==> src/rtl/fetch_unit_if.sv <==
// fetch_unit_if: icache request/response bus and decode-side stream.
// master = fetch unit, slave = cache and decode environment.
interface fetch_unit_if;

  logic        icache_access;
  logic [31:0] icache_address;
  logic        icache_data_ready;
  logic [31:0] icache_data_out;

  logic        out_valid;
  logic        out_ready;
  logic [31:0] out_instruction;
  logic [31:0] out_pc;

  modport master (
    output icache_access,
    output icache_address,
    input  icache_data_ready,
    input  icache_data_out,
    output out_valid,
    input  out_ready,
    output out_instruction,
    output out_pc
  );

  modport slave (
    input  icache_access,
    input  icache_address,
    output icache_data_ready,
    output icache_data_out,
    input  out_valid,
    output out_ready,
    input  out_instruction,
    input  out_pc
  );

endinterface

==> src/rtl/fetch_unit.sv <==
// fetch_unit: PC sequencer, one-outstanding icache handshake, queue.
// Define FETCH_BYPASS_EN for same-cycle response-to-decode bypass.
module fetch_unit #(
  parameter int          DEPTH    = 4,
  parameter logic [31:0] RESET_PC = 32'h1000
) (
  input  logic                   clk,
  input  logic                   reset,
  input  logic                   redirect_valid,
  input  logic [31:0]            redirect_pc,
  fetch_unit_if.master           bus,
  output logic                   exc_valid,
  output logic [31:0]            exc_pc,
  output logic [$clog2(DEPTH):0] count
);

  localparam int AW = $clog2(DEPTH);
  localparam int CW = AW + 1;

  typedef enum logic [1:0] {
    IDLE,
    REQ,
    SQUASH,
    ERROR
  } state_t;

  typedef struct packed {
    logic [31:0] pc;
    logic [31:0] insn;
  } entry_t;

  state_t        state;
  logic [31:0]   rm0;
  entry_t        mem [DEPTH];
  logic [AW-1:0] wr_ptr;
  logic [AW-1:0] rd_ptr;

  logic          q_valid;
  logic          resp;
  logic          byp;
  logic          push;
  logic          pop;
  logic          busy;
  logic          misal;
  logic          room_now;
  logic          room_nxt;
  logic [CW-1:0] cnt_nxt;

  assign q_valid = (count != '0);
  assign resp    = bus.icache_data_ready & (state == REQ);
  assign busy    = (state == REQ) | (state == SQUASH);
  assign misal   = (redirect_pc[1:0] != 2'b00);

`ifdef FETCH_BYPASS_EN
  assign byp = resp & ~q_valid & ~redirect_valid;
`else
  assign byp = 1'b0;
`endif

  // Head of queue, or the live response when bypassing an empty queue.
  always_comb begin
    bus.out_valid       = q_valid | byp;
    bus.out_instruction = '0;
    bus.out_pc          = '0;
    if (q_valid) begin
      bus.out_instruction = mem[rd_ptr].insn;
      bus.out_pc          = mem[rd_ptr].pc;
    end else if (byp) begin
      bus.out_instruction = bus.icache_data_out;
      bus.out_pc          = rm0;
    end
  end

  // Queue bookkeeping; a slot is reserved before every request.
  always_comb begin
    pop      = q_valid & bus.out_ready;
    push     = resp & ~redirect_valid & ~(byp & bus.out_ready);
    cnt_nxt  = count + CW'(push) - CW'(pop);
    room_nxt = (cnt_nxt < CW'(DEPTH));
    room_now = ~((count == CW'(DEPTH)) & ~pop);
  end

  // Fetch sequencer: request issue, completion, squash and error.
  always_ff @(posedge clk or negedge reset) begin
    if (!reset) begin
      state              <= IDLE;
      rm0                <= RESET_PC;
      bus.icache_access  <= 1'b0;
      bus.icache_address <= RESET_PC;
      exc_valid          <= 1'b0;
      exc_pc             <= '0;
    end else if (redirect_valid) begin
      rm0       <= redirect_pc;
      exc_valid <= misal;
      if (misal) begin
        exc_pc <= redirect_pc;
      end
      if (busy && !bus.icache_data_ready) begin
        state <= SQUASH;
      end else begin
        state             <= misal ? ERROR : IDLE;
        bus.icache_access <= 1'b0;
      end
    end else begin
      unique case (state)
        IDLE: begin
          if (room_now) begin
            state              <= REQ;
            bus.icache_access  <= 1'b1;
            bus.icache_address <= rm0;
          end
        end
        REQ: begin
          if (bus.icache_data_ready) begin
            rm0 <= rm0 + 32'd4;
            if (room_nxt) begin
              bus.icache_address <= rm0 + 32'd4;
            end else begin
              state             <= IDLE;
              bus.icache_access <= 1'b0;
            end
          end
        end
        SQUASH: begin
          if (bus.icache_data_ready) begin
            state             <= exc_valid ? ERROR : IDLE;
            bus.icache_access <= 1'b0;
          end
        end
        ERROR: begin
        end
      endcase
    end
  end

  // Circular-buffer pointers and occupancy; redirect flushes.
  always_ff @(posedge clk or negedge reset) begin
    if (!reset) begin
      wr_ptr <= '0;
      rd_ptr <= '0;
      count  <= '0;
    end else if (redirect_valid) begin
      wr_ptr <= '0;
      rd_ptr <= '0;
      count  <= '0;
    end else begin
      if (push) begin
        wr_ptr <= wr_ptr + AW'(1);
      end
      if (pop) begin
        rd_ptr <= rd_ptr + AW'(1);
      end
      count <= cnt_nxt;
    end
  end

  // Queue storage: {pc, instruction} written on accepted responses.
  always_ff @(posedge clk or negedge reset) begin
    if (!reset) begin
      for (int i = 0; i < DEPTH; i++) begin
        mem[i] <= '0;
      end
    end else if (push) begin
      mem[wr_ptr] <= '{pc: rm0, insn: bus.icache_data_out};
    end
  end

endmodule

==> src/flat_wrapper.sv <==
// flat-port wrapper written by rule: the top's interface ports become plain ports
module fetch_unit_flat 
#(
  parameter int          DEPTH    = 4,
  parameter logic [31:0] RESET_PC = 32'h1000
)
  (clk, reset, redirect_valid, redirect_pc, exc_valid, exc_pc, count, bus_icache_access, bus_icache_address, bus_icache_data_ready, bus_icache_data_out, bus_out_valid, bus_out_ready, bus_out_instruction, bus_out_pc);
  fetch_unit_if bus_i ();
  input  logic clk;
  input  logic reset;
  input  logic redirect_valid;
  input  logic [31:0] redirect_pc;
  output logic exc_valid;
  output logic [31:0] exc_pc;
  output logic [$clog2(DEPTH):0] count;
  output wire logic [$bits(bus_i.icache_access)-1:0] bus_icache_access;
  output wire logic [$bits(bus_i.icache_address)-1:0] bus_icache_address;
  input wire logic [$bits(bus_i.icache_data_ready)-1:0] bus_icache_data_ready;
  input wire logic [$bits(bus_i.icache_data_out)-1:0] bus_icache_data_out;
  output wire logic [$bits(bus_i.out_valid)-1:0] bus_out_valid;
  input wire logic [$bits(bus_i.out_ready)-1:0] bus_out_ready;
  output wire logic [$bits(bus_i.out_instruction)-1:0] bus_out_instruction;
  output wire logic [$bits(bus_i.out_pc)-1:0] bus_out_pc;
  assign bus_icache_access = bus_i.icache_access;
  assign bus_icache_address = bus_i.icache_address;
  assign bus_i.icache_data_ready = bus_icache_data_ready;
  assign bus_i.icache_data_out = bus_icache_data_out;
  assign bus_out_valid = bus_i.out_valid;
  assign bus_i.out_ready = bus_out_ready;
  assign bus_out_instruction = bus_i.out_instruction;
  assign bus_out_pc = bus_i.out_pc;
  fetch_unit #(.DEPTH(DEPTH), .RESET_PC(RESET_PC)) u_core (.clk(clk), .reset(reset), .redirect_valid(redirect_valid), .redirect_pc(redirect_pc), .bus(bus_i), .exc_valid(exc_valid), .exc_pc(exc_pc), .count(count));
endmodule
==> config.mk <==
export PLATFORM = sky130hd
export DESIGN_NAME = fetch_unit_flat
export DESIGN_NICKNAME = d
export VERILOG_FILES = /design/src/rtl/fetch_unit_if.sv /design/src/rtl/fetch_unit.sv /design/src/flat_wrapper.sv
export SDC_FILE = /design/constraint.sdc
export NUM_CORES = 1
export LEC_CHECK = 0
export ABC_AREA = 1
export BUFFER_PORTS_ARGS = -buffer_cell sky130_fd_sc_hd__buf_2
export CAP_MARGIN = 0
export CORE_MARGIN = 10
export CORE_UTILIZATION = 45
export DETAILED_ROUTE_END_ITERATION = 8
export PLACE_DENSITY = 0.67
export SLEW_MARGIN = 25
export SYNTH_ARGS = -nofsm -noshare
export SYNTH_HDL_FRONTEND = slang
export SYNTH_SLANG_ARGS = --single-unit
==> constraint.sdc <==
create_clock -name clk -period 2.56 [get_ports clk]
set_input_delay 0 -clock clk [delete_from_list [all_inputs] [get_ports clk]]
set_output_delay 0 -clock clk [all_outputs]
set_load 0.02 [all_outputs]
After elaboration in Yosys (flattened, before gate mapping)

Index checks and enable logic that the tools add are counted.

Register bits after elaboration: 363
Input bits: 69
Output and inout port bits: 134
Word-level logic and storage cells: 99

Add/sub/neg operators: 5
$lt $le $gt $ge: 4
Equal/unequal tests: 11
Multiplexer cells: 36
Bitwise operators: 9
Reduce and logical (&&, ||, !) cells: 17

Operators with widths:

| operator                | count |
|---|---|
| $bwmux W256             | 1 |
| $mux W32                | 8 |
| $mux W64                | 3 |
| $bmux W64 S2            | 1 |
| $demux W64 S2           | 1 |
| $pmux W32 S2            | 1 |
| $add A32 B3 Y32 const B | 1 |
| $mux W2                 | 12 |
| $ne A3 B3 Y1 const B    | 4 |
| $reduce_bool A2 Y1      | 6 |
| $reduce_and A5 Y1       | 2 |
| $ge A3 B3 Y1 const B    | 2 |
| $mux W1                 | 6 |
| $ne A2 B2 Y1 const B    | 3 |
| $not A2 Y3              | 2 |
| $pmux W2 S3             | 1 |
| $reduce_and A6 Y1       | 1 |
| $add A2 B1 Y2 const B   | 2 |
| $and A1 B1 Y1           | 4 |
| $reduce_and A2 Y1       | 2 |
| $reduce_bool A4 Y1      | 1 |
| $add A3 B1 Y3           | 1 |
| $eq A3 B3 Y1 const B    | 1 |
| $lt A3 B1 Y1 const B    | 1 |
| 13 further kinds        | 15 |

Depth between registers and ports, before layout

Gate-level depths: netlist of run 1.

Depth after elaboration: 10
Mapped depth: 21
Depth with buffers taken out: 20

Least setup slack after synthesis of run 1

No wires, ideal clock.

Path type: register to register
Start: register u_core.count[1]
End: register u_core.bus.icache_address[17]
Library setup time: 117 ps
Arrival: 2624 ps
Setup slack: -181 ps
Cell stages (with the launch flop): 22
Path buffers: 2
Clock period less this slack: 2741 ps
Cells stage by stage: dfrtp_1 inv_1 nand2_1 nor2_1 nor2_1 ha_1 inv_1 ha_1 inv_1 fa_1 inv_1 nand2_1 nand2_1 nand2_1 nand2_1 nand2_1 nand2_1 nand2_1 buf_6 buf_6 nand2_1 nand2_1

Cells in the longest elaborated chain, start to end: 6

RTL lines:

| item                                                                  | RTL line            | text |
|---|---|---|
| from (decl)                                                           | fetch_unit.sv:14    | `output logic [$clog2(DEPTH):0] count` |
| from (signal assigned)                                                | fetch_unit.sv:153   | `count <= cnt_nxt;` |
| parallel branches: the longest is 5 deep, another holds $add A3 B1 Y3 | n/a                 |  |
| $reduce_and A5 Y1 (no source line) *                                  | n/a                 |  |
| to (signal assigned)                                                  | fetch_unit.sv:110   | `bus.icache_address <= rm0;` |
| to (signal assigned)                                                  | fetch_unit.sv:117   | `bus.icache_address <= rm0 + 32'd4;` |
| to (decl)                                                             | fetch_unit_if.sv:17 | `output icache_address,` |

Every way passes the cells marked *.
A chain may end at the register's enable or synchronous reset.

Worst setup path after layout of run 1

Start: register u_core.count[0]
End: register u_core.bus.icache_address[24]

Same word-level chain as after synthesis.

==> run_results.csv, run 1 <==
group,metric,value,unit
synthesis,netlist_area,16900,µm²
placement,place_area,18500,µm²
power_and_ir_drop,power_density,1060,nW/µm²
sta,rsz0062_at_grt,"true",
final_layout,fin_area,20800,µm²
sta,slew_viol_final,0,
placement,hpwlAfterDp,30600,µm
final_layout,fin_cells,2921,
clock_tree,path_clk_slew,0.06,ns
final_layout,area_delta_synth_final,22.7,%
grt,grt_pass1_wl,80800,µm
die,placementRows,71,
clock_tree,cts_buffers,41,
die,top_level_ports,203,
synthesis,synth.avg_cell_area,7.85,µm²
clock_tree,cts_sinks,363,
sta,period_share,0.999,
sta,finalHoldViolations,0,
setup_path,cp.required,3.04,ns
power_and_ir_drop,total_power,22100,µW
sta,layout_min_cycle_time,2.56,ns
drt,drt_first_pass_iters,6,
grt,grt_overflow,0,
min_path,holdCritPathClass,"primary input to asynchronous set/reset pin",
drt,drc,0,
die,start_util,0.453,
run_status,status,"completed",
synthesis,yosysUniqueCellTypes,32,
clock_tree,insertion_delay,0.54,ns
placement,post-place-cells,2772,
placement,port_buffers,202,
grt,track_usage,0.210,
synthesis,synth_seq_area_share,0.536,
job,cap_viol_max_count,0,
final_layout,drive_gt1_frac,0.156,
drt,vias,15300,
setup_path,worst_ep_arrival_time,3.04,ns
synthesis,syn-instance-count,2158,
synthesis,mappedNetlistNets,2238,
power_and_ir_drop,power_leakage,0.0101,µW
sta,slew-limit-headroom,0.406,
drt,post_drt_wl_per_cell,17.2,µm
setup_path,start_kind,"flop",
drt,ant_nets,0,
drt,initialDrtViolationCount,1391,
sta,worst_pin_slew,0.892,ns
final_layout,nNetsFinal,2467,
grt,antenna_found_initial,0,
clock_tree,tritoncts,"done",
clock_tree,clockBufferDepth,3,
grt,grt_max_degree,129,
synthesis,yosys_warnings,0,
grt,grt_pass1_vias,15300,
sta,max_clock_freq,391,MHz
die,fp.dieW,214,µm
final_layout,antenna_cells,0,
sta,setup_viol,0,
power_and_ir_drop,ir_drop,0.000604,V
die,die_h,214,µm
drt,detail_route.wirelength,50100,µm
clock_tree,cts-root-buf,"clkbuf_16",
setup_path,crit_fanout,7,
die,die_area,45800,µm²
clock_tree,htree_levels,2,
setup_path,crit_type,"flop to flop",
sta,fin_skew,0.0161,ns
placement,globalplace.congestion,0.821,
setup_path,cp-end-kind,"flop",
synthesis,ys_seq_elements,363,
die,core-area,37400,µm²
drt,via_per_inst,5.22,
synthesized netlist by cell type (all sizes together):
master	number	area (µm²)
nand2	628	2370
o21ai	416	2090
dfrtp	361	9030
nor2	336	1310
inv	99	372
buf	87	448
nand3	69	345
a21oi	67	347
clkbuf	48	180
o211ai	14	105
ha	10	125
o22ai	6	37.5
a21o	4	30.0
o221ai	3	26.3
dfstp	2	52.6
nand4	2	12.5
xor2	2	17.5
and2	1	6.26
clkinv	1	3.75
fa	1	20.0
xnor2	1	8.76
state kept, by name, summed over array words and instances (netlist names):
signal                     flops
u_core.bus.icache_access       1
u_core.bus.icache_address     32
u_core.count                   3
u_core.exc_pc                 32
u_core.exc_valid               1
u_core.mem                   256
u_core.rd_ptr                  2
u_core.rm0                    32
u_core.state                   2
u_core.wr_ptr                  2
per-layer routing:
layer,GRT usage,up-vias,part of all wire
met3,0.0402,70,0.061
met4,0.0481,0,0.021
li1,-,7403,-
met5,0,-,0
met2,0.347,432,0.47
met1,0.280,7356,0.45
what timing repair did:
action                                  CTS  global route
hold buffers                             72             0
gates resized for setup                   2            52
buffers inserted                          0             5
gates cloned                              0             6
hold endpoints to repair                306             0
pin swaps                                 0             5
endpoints found under the setup margin   22            39
critical path, stage by stage (launching register included):
cell	delay (ns)
dfrtp_2	0.41
inv_2	0.08
nand2_4	0.05
nor2_4	0.11
nor2_4	0.05
ha_4	0.21
inv_2	0.06
ha_4	0.12
inv_2	0.03
fa_2	0.34
inv_2	0.06
nand2_2	0.04
nand2_1	0.06
nand2_1	0.07
nand2_2	0.09
nand2_4	0.08
nand2_4	0.13
nand2_8	0.10
clkbuf_16	0.20
nor2_4	0.08
nand2_1	0.05
nand2_1	0.06
cells in the final DEF, fill, tap and decap left out, types with 4 or more instances in the layout:
master	synthesis	routed
a21o_1	4	4
a21oi_1	66	66
buf_12	0	14
buf_2	70	201
buf_4	3	24
buf_6	3	5
clkbuf_1	48	12
clkbuf_16	0	44
clkbuf_8	0	9
dfrtp_1	361	357
dlygate4sd3_1	0	72
ha_1	10	7
inv_1	94	88
inv_2	5	11
nand2_1	623	607
nand2_2	4	9
nand2_4	1	11
nand3_1	69	69
nor2_1	326	312
nor2_2	6	8
nor2_4	4	16
o211ai_1	14	14
o21ai_0	345	341
o21ai_1	70	70
o21ai_2	1	5
o22ai_1	6	6
cell families (layout without fill, tap and decap cells):
family          Yosys count  after routing  share of synthesized area
compound gates          510            510                      0.155
xor+xnor                  3              3                    0.00155
fa+ha+maj                11             11                    0.00857
buf+inv                 235            487                     0.0592
flops                   363            363                      0.536
simple gates           1036           1036                      0.239
cell type report:
type	instances	area, µm²
tap	511	639
multi-input combinational	1560	7090
inverter	100	375
clock buffer	62	1190
fill	3437	16600
clock inverter	4	45.0
sequential	363	9090
timing repair buffer	321	2350
where the power goes:
part           switching [µW]  internal, µW
combinational            5600          2870
clock                    2270          3280
sequential                896          7150
through the flow:
| step | hold slack (ns) | util | setup TNS [ns] | setup WS (ns) |
|---|---|---|---|---|
| final | 0.0770 | 0.556 | 0 | 0.00213 |
| after global routing | 0.122 | 0.556 | -1.95 | -0.111 |
| after CTS | 0.00615 | 0.547 | -0.578 | -0.0497 |
| after detailed placement | 0.0655 | 0.494 | -0.519 | -0.0430 |
| after global placement | 0.0616 | 0.494 | 0 | 0.0494 |
| after floorplan | -0.296 | - | 0 | 0.00265 |
final timing paths:
| check | cells past startpoint | start | to | slack [ns] |
|---|---|---|---|---|
| max | 21 | u_core.count[0] | u_core.bus.icache_address[24] | 0.002 |
| min | 2 | reset | u_core.mem[218] | 0.08 |
| max reg2reg | 21 | u_core.count[0] | u_core.bus.icache_address[24] | 0.002 |
| min reg2reg | 2 | u_core.bus.icache_address[12] | u_core.bus.icache_address[12] | 0.47 |
| max in group asynchronous | 3 | reset | u_core.mem[241] | 1.68 |
| min in group clk | 7 | bus_out_ready | u_core.rd_ptr[0] | 0.15 |
Note: power is estimated with default switching activity, not from simulation.
==> inputs of run 2 (changes only) <==
==> constraint.sdc (replaced) <==
create_clock -name clk -period 2.56 [get_ports clk]
set_input_delay 0 -clock clk [delete_from_list [all_inputs] [get_ports clk]]
set_output_delay 0 -clock clk [all_outputs]
set_load 0.01 [all_outputs]
==> run 2 against run 1 <==
Effect of this change: the flow now finishes with violations (negative setup slack); non-clock buffer count fell by 6; largest cell class unchanged; register-to-register slack got worse by 0.12 ns; sequential cell count did not move; critical path depth fell by 1; worst hold slack got worse by 0.041 ns; total power fell by 3.0%; utilization fell by 0.34 points; global-route usage barely moved; maximum frequency fell by 4.4%; sequential share of layout area rose by 0.26 points; worst setup slack got worse by 0.12 ns; first-iteration DRC count fell by 2.3%.
==> run_results.csv, run 2 (synthesized netlist as in run 1, its figures left out) <==
group,metric,value,unit
setup_path,r2r_start,"u_core.count[1]",
sta,slew_viol_final,0,
sta,period_share,1.04,
drt,vias,15300,
setup_path,crit_path_cell_trace,"inv_2 -> nand2_4 -> nor2_4 -> nor2_4 -> ha_4 -> inv_2 -> ha_4 -> inv_2 -> fa_2 -> inv_1 -> nand2_1 -> nand2_1 -> nand2_1 -> nand2_2 -> nand2_2 -> buf_6 -> a21oi_4 -> clkbuf_16 -> nand2_1 -> nand2_1",
final_layout,antenna_cells,0,
setup_path,cp_top_family,"adder cells",
power_and_ir_drop,p_seq_frac,0.377,
setup_path,crit_fanout,7,
setup_path,crit_type,"flop to flop",
grt,grt_pass1_vias,14900,
drt,via_per_inst,5.23,
clock_tree,cts_buffers,41,
power_and_ir_drop,switching_share,0.375,
power_and_ir_drop,clockPowerShare,0.268,
final_layout,largest_register,"u_core.mem",
grt,grt_overflow,0,
drt,drt_first_pass_iters,7,
setup_path,r2r_slack,-0.11,ns
placement,post-place-cells,2774,
power_and_ir_drop,power_leakage,0.0101,µW
sta,fin_ws,-0.115,ns
setup_path,cpMostUsedCell,"nand2_1",
clock_tree,path_clk_slew,0.06,ns
setup_path,worst_ep_arrival_time,3.16,ns
die,die_area,45800,µm²
run_status,violations,"negative setup slack",
clock_tree,tritoncts,"done",
grt,grt_pass1_wl,80000,µm
die,placementRows,71,
clock_tree,clockBufferDepth,3,
setup_path,worst_path_max_delay_cell,"dfrtp_2",
setup_path,cp.required,3.05,ns
setup_path,ff2ff_path_depth,20,
clock_tree,htree_levels,2,
sta,layout_min_cycle_time,2.67,ns
power_and_ir_drop,power_density,1040,nW/µm²
power_and_ir_drop,ir_drop,0.000578,V
die,core-area,37400,µm²
final_layout,largest_register_ffs,256,
sta,max_clock_freq,374,MHz
final_layout,drive_gt1_frac,0.155,
power_and_ir_drop,p_sw,8040,µW
grt,grt_max_degree,129,
drt,detail_route.wirelength,49300,µm
die,start_util,0.453,
setup_path,cp_slowest_stage_delay,0.40,ns
power_and_ir_drop,combPwrFrac,0.355,
final_layout,final_common_cell,"nand2_1",
placement,hpwlAfterDp,30200,µm
sta,worst_pin_slew,0.940,ns
sta,slew-limit-headroom,0.373,
clock_tree,cts_sinks,363,
power_and_ir_drop,intPower,13400,µW
grt,track_usage,0.210,
final_layout,mostFrequentLayoutCells,"600 x nand2_1, 358 x dfrtp_1, 342 x o21ai_0",
sta,finalHoldViolations,0,
drt,initialDrtViolationCount,1359,
sta,setup_viol,17,
clock_tree,insertion_delay,0.54,ns
placement,port_buffers,202,
die,fp.dieW,214,µm
drt,post_drt_wl_per_cell,16.9,µm
min_path,holdCritPathClass,"primary input to asynchronous set/reset pin",
run_status,status,"finished, violations left",
sta,fin_skew,0.0149,ns
setup_path,timing.rr.end,"u_core.bus.icache_address[5]",
final_layout,nNetsFinal,2461,
final_layout,fin_cells,2919,
sta,rsz0062_at_grt,"true",
setup_path,critPathBufInv,6,
setup_path,start_kind,"flop",
placement,globalplace.congestion,0.867,
setup_path,cp-end-kind,"flop",
drt,ant_nets,0,
placement,dp_slack,-0.0347,ns
drt,drc,0,
job,cap_viol_max_count,0,
grt,antenna_found_initial,0,
die,die_h,214,µm
final_layout,area_delta_synth_final,22.0,%
die,top_level_ports,203,
clock_tree,cts-root-buf,"clkbuf_16",
## run 2: changes by cell type in the layout (fill, tap and decap cells not counted), moves of 3 or more
cell | previous run | this run
nor2_4 | 16 | 6
buf_12 | 14 | 11
dlygate4sd3_1 | 72 | 69
clkinv_2 | 3 | 7
nand2_1 | 607 | 600
nand2_2 | 9 | 15
buf_4 | 24 | 28
nor2_1 | 312 | 322
## run 2: what timing repair did
action / in CTS / in global routing
resized for setup: 4 / 38
pin swaps: 0 / 14
hold buffers: 69 / 0
gates cloned: 0 / 2
setup buffers: 0 / 4
hold endpoints to repair: 330 / 0
setup endpoints to repair: 31 / 36
## run 2: layout make-up
type / count / area, µm²
Clock buffer: 59 / 1160
Clock inverter: 11 / 133
Fill cell: 3477 / 16700
Inverter: 100 / 375
Multi-Input combinational cell: 1560 / 7030
Sequential cell: 363 / 9090
Tap cell: 511 / 639
Timing Repair Buffer: 315 / 2230
## run 2: power groups by stage
stage	logic, µW	clock network [µW]	registers [µW]
after CTS	7330	5890	8040
after global routing	8580	6100	8230
after detailed placement	7190	0	8120
after floorplan	4540	0	8010
after global placement	7070	0	8080
final	7600	5750	8060
## run 2: worst max path at each step
stage	startpoint	endpoint	cells after the start
floorplan	u_core.state[1]	u_core.bus.icache_address[17]	21
global placement	u_core.count[1]	u_core.bus.icache_address[26]	21
detailed placement	u_core.count[1]	u_core.bus.icache_address[26]	21
CTS	u_core.count[1]	u_core.bus.icache_address[16]	20
global route	u_core.count[1]	u_core.bus.icache_address[9]	20
finish	u_core.count[1]	u_core.bus.icache_address[5]	20
## run 2: stage by stage
| stage | util | cell area, µm² | power [µW] | setup TNS, ns | hold slack, ns |
|---|---|---|---|---|---|
| after floorplan | - | 17000 | 12500 | 0 | -0.296 |
| after global placement | 0.493 | 18500 | 15200 | 0 | 0.0485 |
| after detailed placement | 0.493 | 18500 | 15300 | -0.493 | 0.0481 |
| after CTS | 0.547 | 20500 | 21300 | -0.00481 | 0.0548 |
| after global routing | 0.552 | 20700 | 22900 | -5.97 | 0.0953 |
| final | 0.552 | 20700 | 21400 | -1.49 | 0.0364 |
## run 2: per-layer routing
metal	vias up	global-route usage	wire length (µm)
li1	7380	-	-
met1	7352	0.281	21700
met2	457	0.342	23200
met3	70	0.0392	3400
met4	0	0.0574	1000
met5	-	0	0
==> inputs of run 3 (changes only) <==
--- a/config.mk
+++ b/config.mk
@@ -12,6 +12,7 @@
 export CORE_UTILIZATION = 45
 export DETAILED_ROUTE_END_ITERATION = 8
 export PLACE_DENSITY = 0.67
+export RECOVER_POWER = 25
 export SLEW_MARGIN = 25
 export SYNTH_ARGS = -nofsm -noshare
 export SYNTH_HDL_FRONTEND = slang
==> run 3 against run 2 <==
Effect of this change: the flow finishes with violations (max-capacitance violations, max-slew violations, negative setup slack); sequential share of layout area up 0.096 points; maximum frequency about the same; final area down 0.22%; total power about the same; utilization down 0.12 points; non-clock buffer count unchanged; combinational power about the same; sequential cell count unchanged; largest cell class unchanged; largest power group unchanged; highest routed layer unchanged.
==> run_results.csv, run 3 (synthesized netlist as in run 1, its figures left out) <==
group,metric,value,unit
run_status,status,"finished, violations left",
run_status,violations,"max-capacitance violations, max-slew violations, negative setup slack",
setup_path,ff2ff_path_depth,20,
die,placementRows,71,
setup_path,worst_ep_arrival_time,3.16,ns
grt,grt_max_degree,129,
sta,fin_skew,0.0171,ns
power_and_ir_drop,power_density,1040,nW/µm²
drt,vias,15300,
grt,antenna_found_initial,0,
clock_tree,cts-root-buf,"clkbuf_16",
grt,grt_pass1_vias,14900,
final_layout,drive_gt1_frac,0.154,
drt,drc,0,
final_layout,final_common_cell,"nand2_1",
drt,initialDrtViolationCount,1298,
placement,post-place-cells,2774,
sta,period_share,1.04,
die,start_util,0.453,
sta,max_clock_freq,374,MHz
setup_path,r2r_slack,-0.11,ns
setup_path,crit_fanout,7,
final_layout,nNetsFinal,2461,
final_layout,area_delta_synth_final,21.7,%
setup_path,cp-end-kind,"flop",
clock_tree,tritoncts,"done",
placement,globalplace.congestion,0.867,
min_path,min_path_cells,4,
drt,detail_route.wirelength,49300,µm
sta,fin_ws,-0.112,ns
min_path,holdPathEnd,"u_core.exc_pc[17]",
die,top_level_ports,203,
die,core-area,37400,µm²
clock_tree,cts_sinks,363,
power_and_ir_drop,ir_drop,0.000579,V
grt,grt_overflow,0,
min_path,holdCritPathClass,"primary input to flop",
sta,slew_viol_final,84,
placement,hpwlAfterDp,30200,µm
final_layout,largest_register,"u_core.mem",
setup_path,r2r_start,"u_core.count[1]",
die,fp.dieW,214,µm
final_layout,largest_register_ffs,256,
power_and_ir_drop,power_leakage,0.0101,µW
clock_tree,htree_levels,2,
die,die_h,214,µm
sta,rsz0062_at_grt,"true",
final_layout,fin_cells,2919,
placement,port_buffers,202,
die,die_area,45800,µm²
sta,setup_viol,17,
clock_tree,insertion_delay,0.55,ns
sta,slew-limit-headroom,-0.384,
power_and_ir_drop,total_power,21400,µW
clock_tree,path_clk_slew,0.06,ns
setup_path,cp.required,3.05,ns
min_path,worstHoldStart,"redirect_pc[17]",
sta,setup-tns-final,-1.43,ns
drt,post_drt_wl_per_cell,16.9,µm
drt,via_per_inst,5.23,
final_layout,mostFrequentLayoutCells,"600 x nand2_1, 358 x dfrtp_1, 342 x o21ai_0",
sta,layout_min_cycle_time,2.67,ns
setup_path,start_kind,"flop",
job,cap_viol_max_count,1,
clock_tree,cts_buffers,41,
setup_path,timing.rr.end,"u_core.bus.icache_address[5]",
grt,track_usage,0.210,
sta,worst_pin_slew,2.08,ns
clock_tree,clockBufferDepth,3,
sta,finalHoldViolations,0,
final_layout,antenna_cells,0,
drt,drt_first_pass_iters,7,
drt,ant_nets,0,
grt,grt_pass1_wl,80000,µm
setup_path,crit_type,"flop to flop",
[run 3: timing repair]
item | 4_1_cts | 5_1_grt
setup endpoints to repair | 31 | 36
hold buffers | 69 | 0
cloned | 0 | 2
resized for setup | 4 | 38
setup buffers | 0 | 4
endpoints found under the hold margin | 330 | 0
pin swaps | 0 | 14
[run 3: through the flow]
stage                     hold slack (ns)  instance area (µm²)  setup slack (ns)  utilization
after detailed placement           0.0481                18500           -0.0347        0.493
after global placement             0.0485                18500            0.0260        0.493
after global routing                0.231                20600            -0.241        0.551
after CTS                          0.0548                20500          -0.00269        0.547
after floorplan                    -0.296                17000           0.00238            -
final                               0.210                20600            -0.112        0.551
[run 3: how the worst max path moves through the flow]
| stage | from | to | slack [ns] | cells after the start |
|---|---|---|---|---|
| 2_1_floorplan | u_core.state[1] | u_core.bus.icache_address[17] | 0.002 | 21 |
| 3_3_place_gp | u_core.count[1] | u_core.bus.icache_address[26] | 0.03 | 21 |
| 3_5_place_dp | u_core.count[1] | u_core.bus.icache_address[26] | -0.03 | 21 |
| 4_1_cts | u_core.count[1] | u_core.bus.icache_address[16] | -0.003 | 20 |
| 5_1_grt | u_core.count[1] | u_core.bus.icache_address[9] | -0.24 | 20 |
| 6_report | u_core.count[1] | u_core.bus.icache_address[5] | -0.11 | 20 |
[run 3: cell type report]
cell class / count / area [µm²]
repair buffers: 315 / 2180
clock inverters: 11 / 133
well taps: 511 / 639
inverters: 100 / 375
flip-flops and latches: 363 / 9090
fillers: 3483 / 16800
clock buffers: 59 / 1160
multi-input cells: 1560 / 7030
[run 3: critical path: stages (launching register included)]
cell	delay (ns)
dfrtp_2	0.40
inv_2	0.08
nand2_4	0.06
nor2_4	0.11
nor2_4	0.05
ha_4	0.23
inv_2	0.06
ha_4	0.12
inv_2	0.03
fa_2	0.38
inv_1	0.06
nand2_1	0.06
nand2_1	0.06
nand2_1	0.06
nand2_2	0.07
nand2_2	0.06
buf_6	0.15
a21oi_4	0.27
clkbuf_16	0.21
nand2_1	0.05
nand2_1	0.05
[run 3: routing by layer]
layer  share of wire  vias to the layer above  GRT usage  wire length [µm]
met1            0.45                     7365      0.281             22200
met5               0                        -          0                 0
met3           0.063                       73     0.0392              3100
met4           0.021                        0     0.0574              1010
met2            0.47                      444      0.342             23000
li1                -                     7377          -                 -
[run 3: where the power goes]
part | switching (µW) | total [µW] | internal (µW)
Clock | 2320 | 5760 | 3440
Combinational | 4830 | 7600 | 2770
Sequential | 910 | 8060 | 7150
Total | 8050 | 21400 | 13400
